## config.mk

```make
export PLATFORM = sky130hd
export DESIGN_NAME = add_mult_ctrl
export DESIGN_NICKNAME = d
export VERILOG_FILES = /design/src/rtl/add_mult_ctrl.sv
export SDC_FILE = /design/constraint.sdc
export NUM_CORES = 1
export LEC_CHECK = 0
export CORE_UTILIZATION = 25
export DETAILED_ROUTE_END_ITERATION = 7
export PLACE_DENSITY_LB_ADDON = 0.1
export SLEW_MARGIN = 20
export SYNTH_ARGS = -nofsm -noshare
export SYNTH_HDL_FRONTEND = slang
export SYNTH_SLANG_ARGS = --single-unit
```

## constraint.sdc

```tcl
create_clock -name clk -period 4.63 [get_ports clk]
set_input_delay 1.1575 -clock clk [delete_from_list [all_inputs] [get_ports clk]]
set_output_delay 1.1575 -clock clk [all_outputs]
set_load 0.02 [all_outputs]
```

## src/rtl/add_mult_ctrl.sv

```systemverilog
// Shift-free add-and-count multiplier controller: drives clear/load/data for a downstream
// product register. Optional define ADD_MULT_OPERAND_SWAP_EN counts down the smaller operand.
`timescale 1ns / 1ps

module add_mult_ctrl (
   input  logic        clk,
   input  logic        rst_n,
   input  logic        start,
   input  logic [7:0]  a_in,
   input  logic [7:0]  b_in,
   output logic        busy,
   output logic        done,
   output logic        clear_p,
   output logic        load_p,
   output logic [15:0] data_p
);

   typedef enum logic {StIdle, StRun} state_e;

   state_e      state_q, state_d;
   logic [7:0]  a_q, a_d;
   logic [7:0]  cnt_q, cnt_d;
   logic [15:0] acc_q, acc_d;
   logic [15:0] data_p_q, data_p_d;
   logic        busy_q, busy_d;
   logic        done_q, done_d;
   logic        clear_p_q, clear_p_d;
   logic        load_p_q, load_p_d;

   logic [7:0]  op_a;
   logic [7:0]  op_cnt;
   logic [15:0] acc_sum;

`ifdef ADD_MULT_OPERAND_SWAP_EN
   // Count down the smaller operand to shorten latency.
   assign op_a   = (a_in >= b_in) ? a_in : b_in;
   assign op_cnt = (a_in >= b_in) ? b_in : a_in;
`else
   assign op_a   = a_in;
   assign op_cnt = b_in;
`endif

   assign acc_sum = acc_q + {8'h00, a_q};

   always_comb begin
      state_d   = state_q;
      a_d       = a_q;
      cnt_d     = cnt_q;
      acc_d     = acc_q;
      data_p_d  = data_p_q;
      busy_d    = busy_q;
      done_d    = 1'b0;
      clear_p_d = 1'b0;
      load_p_d  = 1'b0;

      case (state_q)
         StIdle: begin
            if (start) begin
               a_d       = op_a;
               cnt_d     = op_cnt;
               acc_d     = 16'h0000;
               data_p_d  = 16'h0000;
               clear_p_d = 1'b1;
               busy_d    = 1'b1;
               state_d   = StRun;
            end
         end
         StRun: begin
            if (cnt_q != 8'd0) begin
               acc_d    = acc_sum;
               data_p_d = acc_sum;
               cnt_d    = cnt_q - 8'd1;
               load_p_d = 1'b1;
            end else begin
               busy_d  = 1'b0;
               done_d  = 1'b1;
               state_d = StIdle;
            end
         end
         default: begin
            state_d = StIdle;
            busy_d  = 1'b0;
         end
      endcase
   end

   always_ff @(posedge clk or negedge rst_n) begin
      if (!rst_n) begin
         state_q   <= StIdle;
         a_q       <= 8'h00;
         cnt_q     <= 8'h00;
         acc_q     <= 16'h0000;
         data_p_q  <= 16'h0000;
         busy_q    <= 1'b0;
         done_q    <= 1'b0;
         clear_p_q <= 1'b0;
         load_p_q  <= 1'b0;
      end else begin
         state_q   <= state_d;
         a_q       <= a_d;
         cnt_q     <= cnt_d;
         acc_q     <= acc_d;
         data_p_q  <= data_p_d;
         busy_q    <= busy_d;
         done_q    <= done_d;
         clear_p_q <= clear_p_d;
         load_p_q  <= load_p_d;
      end
   end

   assign busy    = busy_q;
   assign done    = done_q;
   assign clear_p = clear_p_q;
   assign load_p  = load_p_q;
   assign data_p  = data_p_q;

`ifndef SYNTHESIS
   // Clear and load target the same register; both at once would be ambiguous.
   a_clear_load_excl: assert property (@(posedge clk) disable iff (!rst_n)
      !(clear_p_q && load_p_q));
`endif

endmodule

```

==> key figures, run 1 <==
Layout
  • Multi-input gate area: 1030 sq um
  • Diodes inserted: 0
  • Layout fillers: 822
  • Area growth from synthesis to final layout: 30.6%
  • Nets: 283
  • Layout cell share with drive strength beyond 1: 7.48%
  • Sequential cell area: ~930 sq um
  • Util after Layout: approximately 34%

GRT
  • Tot GR Track Use: about an eighth
  • Largest net degree at the start of global routing: 38
  • Initial antenna violation count: 0
  • Vias in the first global route: about 1.6k
  • First-pass GRT wire length: roughly 8400 microns
  • Gr ovfl total: 0

Critical path
  • Req. time, crit path: 4.85 ns
  • Critical path arrival: 2.85 ns
  • Worst Setup End Kind: flip-flop
  • Crit Path Class: input pin to flip-flop
  • Startpoint types: input pin
  • Critical path peak fanout: 19

Route
  • Routed wire length: about 5000 microns
  • DRT antenna net count: 0
  • Vias per cell: 4.71
  • DR DRC count: 0
  • Starting DRT DRC Count: 80
  • Routed wire length per instance: roughly 14 microns
  • Vias post-DR: 1676
  • Router iterations before antenna repair: 4

Clocking
  • Worst-path clk slew: 0.08 ns
  • CTS tree: done
  • CTS hold repair buffers: 0
  • CTS H-Tree Depth: 2
  • Post-CTS setup repair buffer count: 0
  • CTS Sinks: 37
  • Clk buf depth: 2
  • CTS resizes: 0
  • CTS Buf Count: 5
  • Root Buffer: clkbuf_8
  • Clk_lat worst skew: 0.29 ns

Synth
  • Cell taking the most area after synthesis: dfrtp_1
  • Synth top area share: between 40% and 50%
  • XOR/XNOR Fraction of Synth Area: less than 1%
  • Cell Area, Synth: 2040 sq um
  • Seq cells post-synth: 37
  • Synthesis warning total: 0
  • Synth area leaders: dfrtp_1 (45%), nand2_1 (7.0%), ha_1 (6.1%)
  • Ys flop type: dfrtp_1
  • Async SR Flop Fraction: 100%
  • Synth Area in Adders: 7.13%
  • Synth cell types: 48
  • Post-Synth Simple-Gate Area: a little under a fifth
  • Most instantiated cells after synthesis: nand2_1 (38), dfrtp_1 (37), a21oi_1 (13), inv_1 (13), o21ai_0 (11)
  • Mux cell area share after synthesis: 2.95%
  • Syn nets: 242
  • Syn_area_per_cell: 9.61 sq um
  • Largest family of logic cells by synthesized area: compound AO/OA/AOI/OAI gates
  • Most common cell in the netlist: nand2_1
  • Mapped Cells: 212
  • Sequential share of the synthesized area: 45.5%
  • Post-synthesis compound-gate area fraction: 20.8%
  • Post-synth EDFFs: 0

Place
  • PortBufs: 38
  • Routability congestion estimate: 0.746
  • Final HPWL DP: 3510 microns

STA
  • Min Hold Slack: 0.488 ns
  • Setup TNS: 0 ns
  • Worst-margin pin slew: 0.863 ns
  • Final setup violation count: 0
  • Fmax: 0.380 GHz
  • RSZ-0062 raised after global routing: no
  • Rel. slew slack: around 42%
  • Endpoints failing hold: 0
  • Final Max Slew Viols: 0
  • Final Skew: 0.00479 ns
  • Minimum clock period: 2.63 ns
  • Period utilization: 56.9%

Pwr
  • Leak Pwr: about 1.1 nW
  • Max VDD drop: around 240 uV
  • PwrDens: 711 nW/um^2

Floorplan
  • Core Box Area: 7810 sq um
  • Die Span X: 92.3 microns
  • FP Rows: 32
  • Full die area: 8510 sq um
  • I/O pin cnt: 39
  • Die Span Y: 92.3 microns
  • Initial core utilization: 26.1%

Run status
  • Status: complete, no violations

Job
  • Max-Cap Viols: 0

Min path
  • Worst min path class: flip-flop to flip-flop
worst max-delay path, cell delays in order:
cell	delay (ns)
clkdlybuf4s50_1	0.52
nand2_1	0.12
buf_4	0.25
inv_1	0.29
or2_2	0.37
mux2i_1	0.13
state kept, by name (all words and copies together), names as in the netlist:
signal and cells:
busy 1, data_p 16, clear_p 1, done 1
load_p 1, state_q 1, cnt_q 8, a_q 8
where the power goes:
part           internal, mW  total [mW]  leakage, nW  switching, mW
logic                 0.453       0.963        0.592          0.510
clock network         0.214       0.341       0.0681          0.127
registers             0.463       0.587        0.445          0.124
total                  1.13        1.89         1.10          0.761
metal layers:
metal,GRT usage (%),wire (microns)
met1,18.5,2630
met2,19.3,2110
met3,2.65,157
met4,4.04,57
met5,0,0
final timing paths:
kind / from / endpoint / slack (ns) / depth (start not counted)
setup / recovery: start / data_p[9] / 2.00 / 6
hold / removal: cnt_q[1] / cnt_q[1] / 0.49 / 2
setup reg to reg: data_p[0] / data_p[14] / 2.24 / 8
hold reg to reg: cnt_q[1] / cnt_q[1] / 0.49 / 2
max in group asynchronous: rst_n / cnt_q[1] / 3.11 / 1
min in group asynchronous: rst_n / cnt_q[0] / 0.97 / 1
kinds of logic (layout without fill, tap and decap cells):
group | count (synthesis) | after routing
adder cells (fa/ha/maj) | 11 | 11
multiplexers | 6 | 6
flip-flops | 37 | 37
AO/OA/AOI/OAI | 59 | 59
AND/OR/NAND/NOR | 78 | 78
XOR/XNOR | 2 | 2
buffers and inverters | 19 | 61
through the flow:
step	power [mW]	instance area, sq um	cells	setup slack (ns)
6_report	1.89	2660	356	2.00
5_1_grt	2.06	2660	356	1.81
4_1_cts	1.91	2660	356	1.97
3_5_place_dp	1.57	2530	348	1.69
3_3_place_gp	1.57	2530	348	1.70
2_1_floorplan	1.26	2040	212	2.40
final cells by class:
cell class                      instances  area share [%]
Multi-Input combinational cell        156            38.8
Sequential cell                        37            34.8
Timing Repair Buffer                   39            14.4
Tap cell                              102            4.80
Clock buffer                            5            2.59
Clock inverter                          3            2.45
Inverter                               14            2.16
placed cells by master (no fill, tap or decap), types with 5 or more instances in the layout:
| cell | count |
|---|---|
| inv_1 | 13 |
| a21oi_1 | 13 |
| ha_1 | 10 |
| clkbuf_8 | 5 |
| clkdlybuf4s50_1 | 37 |
| mux2i_1 | 6 |
| dfrtp_1 | 37 |
| o31ai_1 | 5 |
| nor2_1 | 8 |
| o21ai_0 | 11 |
| nand3_1 | 10 |
| o21a_1 | 5 |
| nand2_1 | 38 |
(Power assumes the default switching activity.)
==> run 2: changes to the inputs <==
==> constraint.sdc (replaced) <==
create_clock -name clk -period 2.6 [get_ports clk]
set_input_delay 0.65 -clock clk [delete_from_list [all_inputs] [get_ports clk]]
set_output_delay 0.65 -clock clk [all_outputs]
set_load 0.02 [all_outputs]
==> key figures, run 2 (synthesis results as in run 1) <==
STA
  • Endpoints failing hold: 0 (unchanged)
  • Final setup violation count: 0 (unchanged)
  • Minimum clock period: 2.25 ns
  • Setup TNS: 0 ns (unchanged)
  • Period utilization: 86.6%
  • Final Max Slew Viols: 0 (unchanged)
  • Worst-margin pin slew: 0.502 ns (-0.361 ns)
  • RSZ-0062 raised after global routing: no
  • Fmax: 0.444 GHz
  • Rel. slew slack: 66.6% (+24 points)
  • Final Skew: 0.00203 ns (-0.00275 ns)

Layout
  • Most frequent cells in the layout: nand2_1 (38), dfrtp_1 (37), clkdlybuf4s50_1 (37), inv_1 (13), a21oi_1 (13)
  • Largest register FFs: 16 (unchanged)
  • Diodes inserted: 0 (unchanged)
  • Nets: 288 (+1.8%)
  • Area growth from synthesis to final layout: 29.8%
  • Sequential cell area: 926 sq um (unchanged)
  • Util after Layout: 33.9% (-0.21 points)
  • Layout cell share with drive strength beyond 1: 8.11% (+0.63 points)
  • Layout fillers: 851 (+3.5%)
  • Most common cell after layout, fill and taps aside: nand2_1
  • Multi-input gate area: 1030 sq um (unchanged)

Floorplan
  • FP Rows: 32 (unchanged)
  • Core Box Area: 7810 sq um (unchanged)
  • Initial core utilization: 26.1% (unchanged)
  • Full die area: 8510 sq um (unchanged)
  • Die Span Y: 92.3 microns (unchanged)
  • Die Span X: 92.3 microns (unchanged)
  • I/O pin cnt: 39 (unchanged)

Critical path
  • Worst path max stage delay: 0.42 ns (-0.10 ns)
  • Worst Setup End Kind: flip-flop
  • Startpoint types: flip-flop
  • Worst path bufs/invs: 1 (-2)
  • Most frequent CP cell: a21oi_1
  • Critical path arrival: 2.47 ns (-0.38 ns)
  • Req. time, crit path: 2.82 ns (-2.03 ns)
  • Crit Path Class: flip-flop to flip-flop
  • Crit path cell chain: ha_1, inv_1, fa_1, nand2b_1, a21oi_1, o32ai_2, or4_1, a21oi_1
  • Critical path peak fanout: 8 (-11)
  • Slowest cell on crit path: or4_1
  • Critical path's top delay family: simple AND/OR/NAND/NOR gates

GRT
  • Largest net degree at the start of global routing: 19 (-50%)
  • Tot GR Track Use: 12.8% (-0.15 points)
  • Gr ovfl total: 0 (unchanged)
  • Vias in the first global route: 1653 (+1.5%)
  • Initial antenna violation count: 0 (unchanged)
  • First-pass GRT wire length: 8390 microns (-0.25%)

Clocking
  • CTS tree: done
  • CTS Buf Count: 5 (unchanged)
  • CTS resizes: 0 (unchanged)
  • Clk_lat worst skew: 0.29 ns (about the same)
  • CTS Sinks: 37 (unchanged)
  • CTS H-Tree Depth: 2 (unchanged)
  • Post-CTS setup repair buffer count: 0 (unchanged)
  • CTS hold repair buffers: 0 (unchanged)
  • Worst-path clk slew: 0.07 ns (about the same)
  • Root Buffer: clkbuf_8
  • Clk buf depth: 2 (unchanged)

Pwr
  • Total power: 3.18 mW (+68%)
  • Max VDD drop: 360 uV (+48%)
  • Leak Pwr: 1.10 nW (-0.36%)
  • PwrDens: 1200 nW/um^2 (+69%)

Job
  • Max-Cap Viols: 0 (unchanged)

Min path
  • Worst min path class: input pin to async pin

Route
  • DR DRC count: 0 (unchanged)
  • DRT antenna net count: 0 (unchanged)
  • Router iterations before antenna repair: 4 (unchanged)
  • Vias per cell: 4.68 (-0.50%)
  • Starting DRT DRC Count: 21 (-74%)
  • Routed wire length: 5040 microns (+1.7%)
  • Routed wire length per instance: 14.0 microns (+0.29%)
  • Vias post-DR: 1691 (+0.89%)

Place
  • PortBufs: 38 (unchanged)
  • Final HPWL DP: 3800 microns (+8.2%)
  • Routability congestion estimate: 0.744 (-0.25%)

Run status
  • Status: complete, no violations
[run 2: report_power, final]
group          switching, mW  internal (mW)  total (mW)
sequential             0.226          0.826        1.05
clock                  0.201          0.191       0.392
combinational          0.920          0.815        1.74
[run 2: worst register-to-register path, stage by stage, from the launching register on]
cell and delay (ns):
dfrtp_1 0.37, ha_1 0.17, inv_1 0.05, fa_1 0.39, nand2b_1 0.18, a21oi_1 0.25
o32ai_2 0.20, or4_1 0.42, a21oi_1 0.15
[run 2: worst paths after layout]
kind	from	to	slack, ns	cells past startpoint
worst max register to register	data_p[0]	data_p[14]	0.35	8
worst max-delay path	data_p[0]	data_p[14]	0.35	8
worst min register to register	data_p[15]	data_p[15]	0.48	1
max in group asynchronous	rst_n	data_p[3]	1.86	2
worst min-delay path	rst_n	cnt_q[5]	0.24	1
min in group clk	data_p[15]	data_p[15]	0.48	1
[run 2: layer usage]
| layer | track usage [%] | vias up | part of all wire, % |
|---|---|---|---|
| li1 | - | 859 | - |
| met3 | 2.99 | 6 | 3.5 |
| met4 | 3.91 | 0 | 1.2 |
| met1 | 18.2 | 794 | 52 |
| met5 | 0 | - | 0 |
| met2 | 19.0 | 32 | 43 |
[run 2: cell type report]
| cell class | count | share of cell area (%) |
|---|---|---|
| Tap cell | 102 | 4.83 |
| Sequential cell | 37 | 35.0 |
| Timing Repair Buffer | 44 | 15.9 |
| Multi-Input combinational cell | 156 | 39.0 |
| Inverter | 14 | 2.18 |
| Clock buffer | 8 | 3.03 |
[run 2: stage by stage]
stage,setup WS (ns),hold slack (ns),std cells,instance area [sq um]
5_1_grt,0.192,0.252,361,2640
4_1_cts,0.314,0.245,361,2640
3_5_place_dp,0.303,0.469,353,2560
2_1_floorplan,0.371,0.354,212,2040
6_report,0.349,0.240,361,2640
3_3_place_gp,0.400,0.467,353,2560
==> run 3: changes to the inputs <==
--- a/config.mk
+++ b/config.mk
@@ -6,8 +6,10 @@
 export NUM_CORES = 1
 export LEC_CHECK = 0
 export CORE_UTILIZATION = 25
+export CTS_CLUSTER_DIAMETER = 60
 export DETAILED_ROUTE_END_ITERATION = 7
 export PLACE_DENSITY_LB_ADDON = 0.1
+export SKIP_LAST_GASP = 1
 export SLEW_MARGIN = 20
 export SYNTH_ARGS = -nofsm -noshare
 export SYNTH_HDL_FRONTEND = slang
==> constraint.sdc (replaced) <==
create_clock -name clk -period 1.86 [get_ports clk]
set_input_delay 0.465 -clock clk [delete_from_list [all_inputs] [get_ports clk]]
set_output_delay 0.465 -clock clk [all_outputs]
set_load 0.02 [all_outputs]
==> key figures, run 3 (synthesis results as in run 1) <==
Run status
  • Status: complete, but fails checks
  • Failing checks: setup timing

Route
  • Routed wire length: 5730 microns (+14%)
  • Routed wire length per instance: 14.2 microns (+2.1%)
  • Starting DRT DRC Count: 28 (+33%)
  • DRT antenna net count: 0 (unchanged)
  • Router iterations before antenna repair: 4 (unchanged)
  • DR DRC count: 0 (unchanged)
  • Vias per cell: 4.71 (+0.53%)
  • Vias post-DR: 1893 (+12%)

Floorplan
  • Initial core utilization: 26.1% (unchanged)
  • Die Span Y: 92.3 microns (unchanged)
  • FP Rows: 32 (unchanged)
  • Core Box Area: 7810 sq um (unchanged)
  • Die Span X: 92.3 microns (unchanged)
  • I/O pin cnt: 39 (unchanged)
  • Full die area: 8510 sq um (unchanged)

Layout
  • Most frequent cells in the layout: buf_4 (44), nand2_1 (37), dfrtp_1 (35), clkdlybuf4s50_1 (28), inv_1 (12)
  • Area growth from synthesis to final layout: 56.7%
  • Largest register FFs: 16 (unchanged)
  • Most common cell after layout, fill and taps aside: buf_4
  • Nets: 329 (+14%)
  • Post-Layout Cell Count: 402 (+11%)
  • Diodes inserted: 0 (unchanged)
  • Layout fillers: 810 (-4.8%)
  • Layout cell share with drive strength beyond 1: 28.7% (+21 points)

Clocking
  • Clk buf depth: 2 (unchanged)
  • Clk_lat worst skew: 0.29 ns (about the same)
  • Worst-path clk slew: 0.08 ns (about the same)
  • CTS tree: done
  • CTS hold repair buffers: 0 (unchanged)
  • CTS H-Tree Depth: 2 (unchanged)
  • Root Buffer: clkbuf_8
  • CTS Buf Count: 5 (unchanged)
  • CTS Sinks: 37 (unchanged)

Critical path
  • Critical path arrival: 2.16 ns (-0.31 ns)
  • R2r setup slk: -0.09 ns (-0.44 ns)
  • Worst Setup End Kind: flip-flop
  • Req. time, crit path: 2.07 ns (-0.75 ns)
  • Startpoint types: flip-flop
  • Crit Path Class: flip-flop to flip-flop
  • Critical path peak fanout: 4 (-4)

GRT
  • First-pass GRT wire length: 9500 microns (+13%)
  • Tot GR Track Use: 14.6% (+1.8 points)
  • Gr ovfl total: 0 (unchanged)
  • Vias in the first global route: 1895 (+15%)
  • Largest net degree at the start of global routing: 23 (+4)
  • Initial antenna violation count: 0 (unchanged)

Place
  • Final HPWL DP: 4240 microns (+12%)
  • PortBufs: 38 (unchanged)
  • Placed Cells: 388 (+9.9%)
  • Routability congestion estimate: 0.750 (+0.74%)

Pwr
  • PwrDens: 1820 nW/um^2 (+51%)
  • Max VDD drop: 468 uV (+30%)
  • Leak Pwr: 1.39 nW (+26%)
  • Total power: 5.80 mW (+83%)

STA
  • Final Max Slew Viols: 0 (unchanged)
  • RSZ-0062 raised after global routing: yes
  • Setup ws final: -0.0869 ns (-0.436 ns)
  • Worst-margin pin slew: 0.417 ns (-0.0849 ns)
  • Rel. slew slack: 72.2% (+5.7 points)
  • Period utilization: 105% (+18 points)
  • Fmax: 0.514 GHz (+16%)
  • Setup TNS: -0.209 ns (-0.209 ns)
  • Final setup violation count: 6 (+6)
  • Final Skew: 0.00614 ns (+0.00411 ns)
  • Minimum clock period: 1.95 ns (-0.304 ns)
  • Endpoints failing hold: 0 (unchanged)

Min path
  • Worst min path class: input pin to async pin

Job
  • Max-Cap Viols: 0 (unchanged)
## run 3: through the flow
step | setup slack [ns] | hold slack, ns | util [%] | instance area [sq um]
final | -0.0869 | 0.0924 | 40.9 | 3190
after global routing | -0.184 | 0.115 | 40.9 | 3190
after CTS | -0.102 | 0.106 | 38.9 | 3030
after detailed placement | -0.138 | 0.425 | 37.4 | 2920
after global placement | -0.0831 | 0.437 | 37.4 | 2920
after floorplan | -0.121 | 0.169 | - | 2120
## run 3: timing repair
action / 4_1_cts / 5_1_grt
buffers inserted: 1 / 5
endpoints found under the setup margin: 12 / 19
resized for setup: 9 / 24
pin swaps: 3 / 10
## run 3: area by class of cell
| type | count | area [sq um] | area share [%] |
|---|---|---|---|
| multi-input cells | 156 | 1230 | 38.6 |
| flip-flops and latches | 37 | 928 | 29.1 |
| repair buffers | 85 | 756 | 23.7 |
| well taps | 102 | 128 | 4.00 |
| clock buffers | 8 | 90.1 | 2.82 |
| inverters | 14 | 57.6 | 1.80 |
## run 3: final timing paths
| kind | startpoint | end | cells after the start |
|---|---|---|---|
| min in group clk | cnt_q[1] | cnt_q[1] | 2 |
| hold / removal | rst_n | load_p | 1 |
| hold reg to reg | cnt_q[1] | cnt_q[1] | 2 |
| setup / recovery | a_q[3] | data_p[6] | 9 |
| max in group asynchronous | rst_n | data_p[1] | 2 |
| setup reg to reg | a_q[3] | data_p[6] | 9 |
## run 3: layer usage
metal	global-route usage (%)	wire, microns	share of wire, %	vias up
met1	19.9	2750	48	908
met4	4.04	90	1.6	0
met3	2.99	212	3.7	9
li1	-	-	-	940
met2	23.3	2670	47	36
met5	0	0	0	-
## run 3: critical path, stage by stage (launching register included)
cell	delay [ns]
dfrtp_1	0.42
ha_4	0.28
buf_4	0.14
o21ai_4	0.14
a21oi_4	0.06
buf_4	0.14
buf_6	0.10
o21a_1	0.20
o21a_1	0.18
o31ai_2	0.20
## run 3: where the power goes
part	switching [mW]	total [mW]	internal (mW)
clock	0.308	0.611	0.303
sequential	0.316	1.47	1.16
combinational	1.77	3.72	1.95
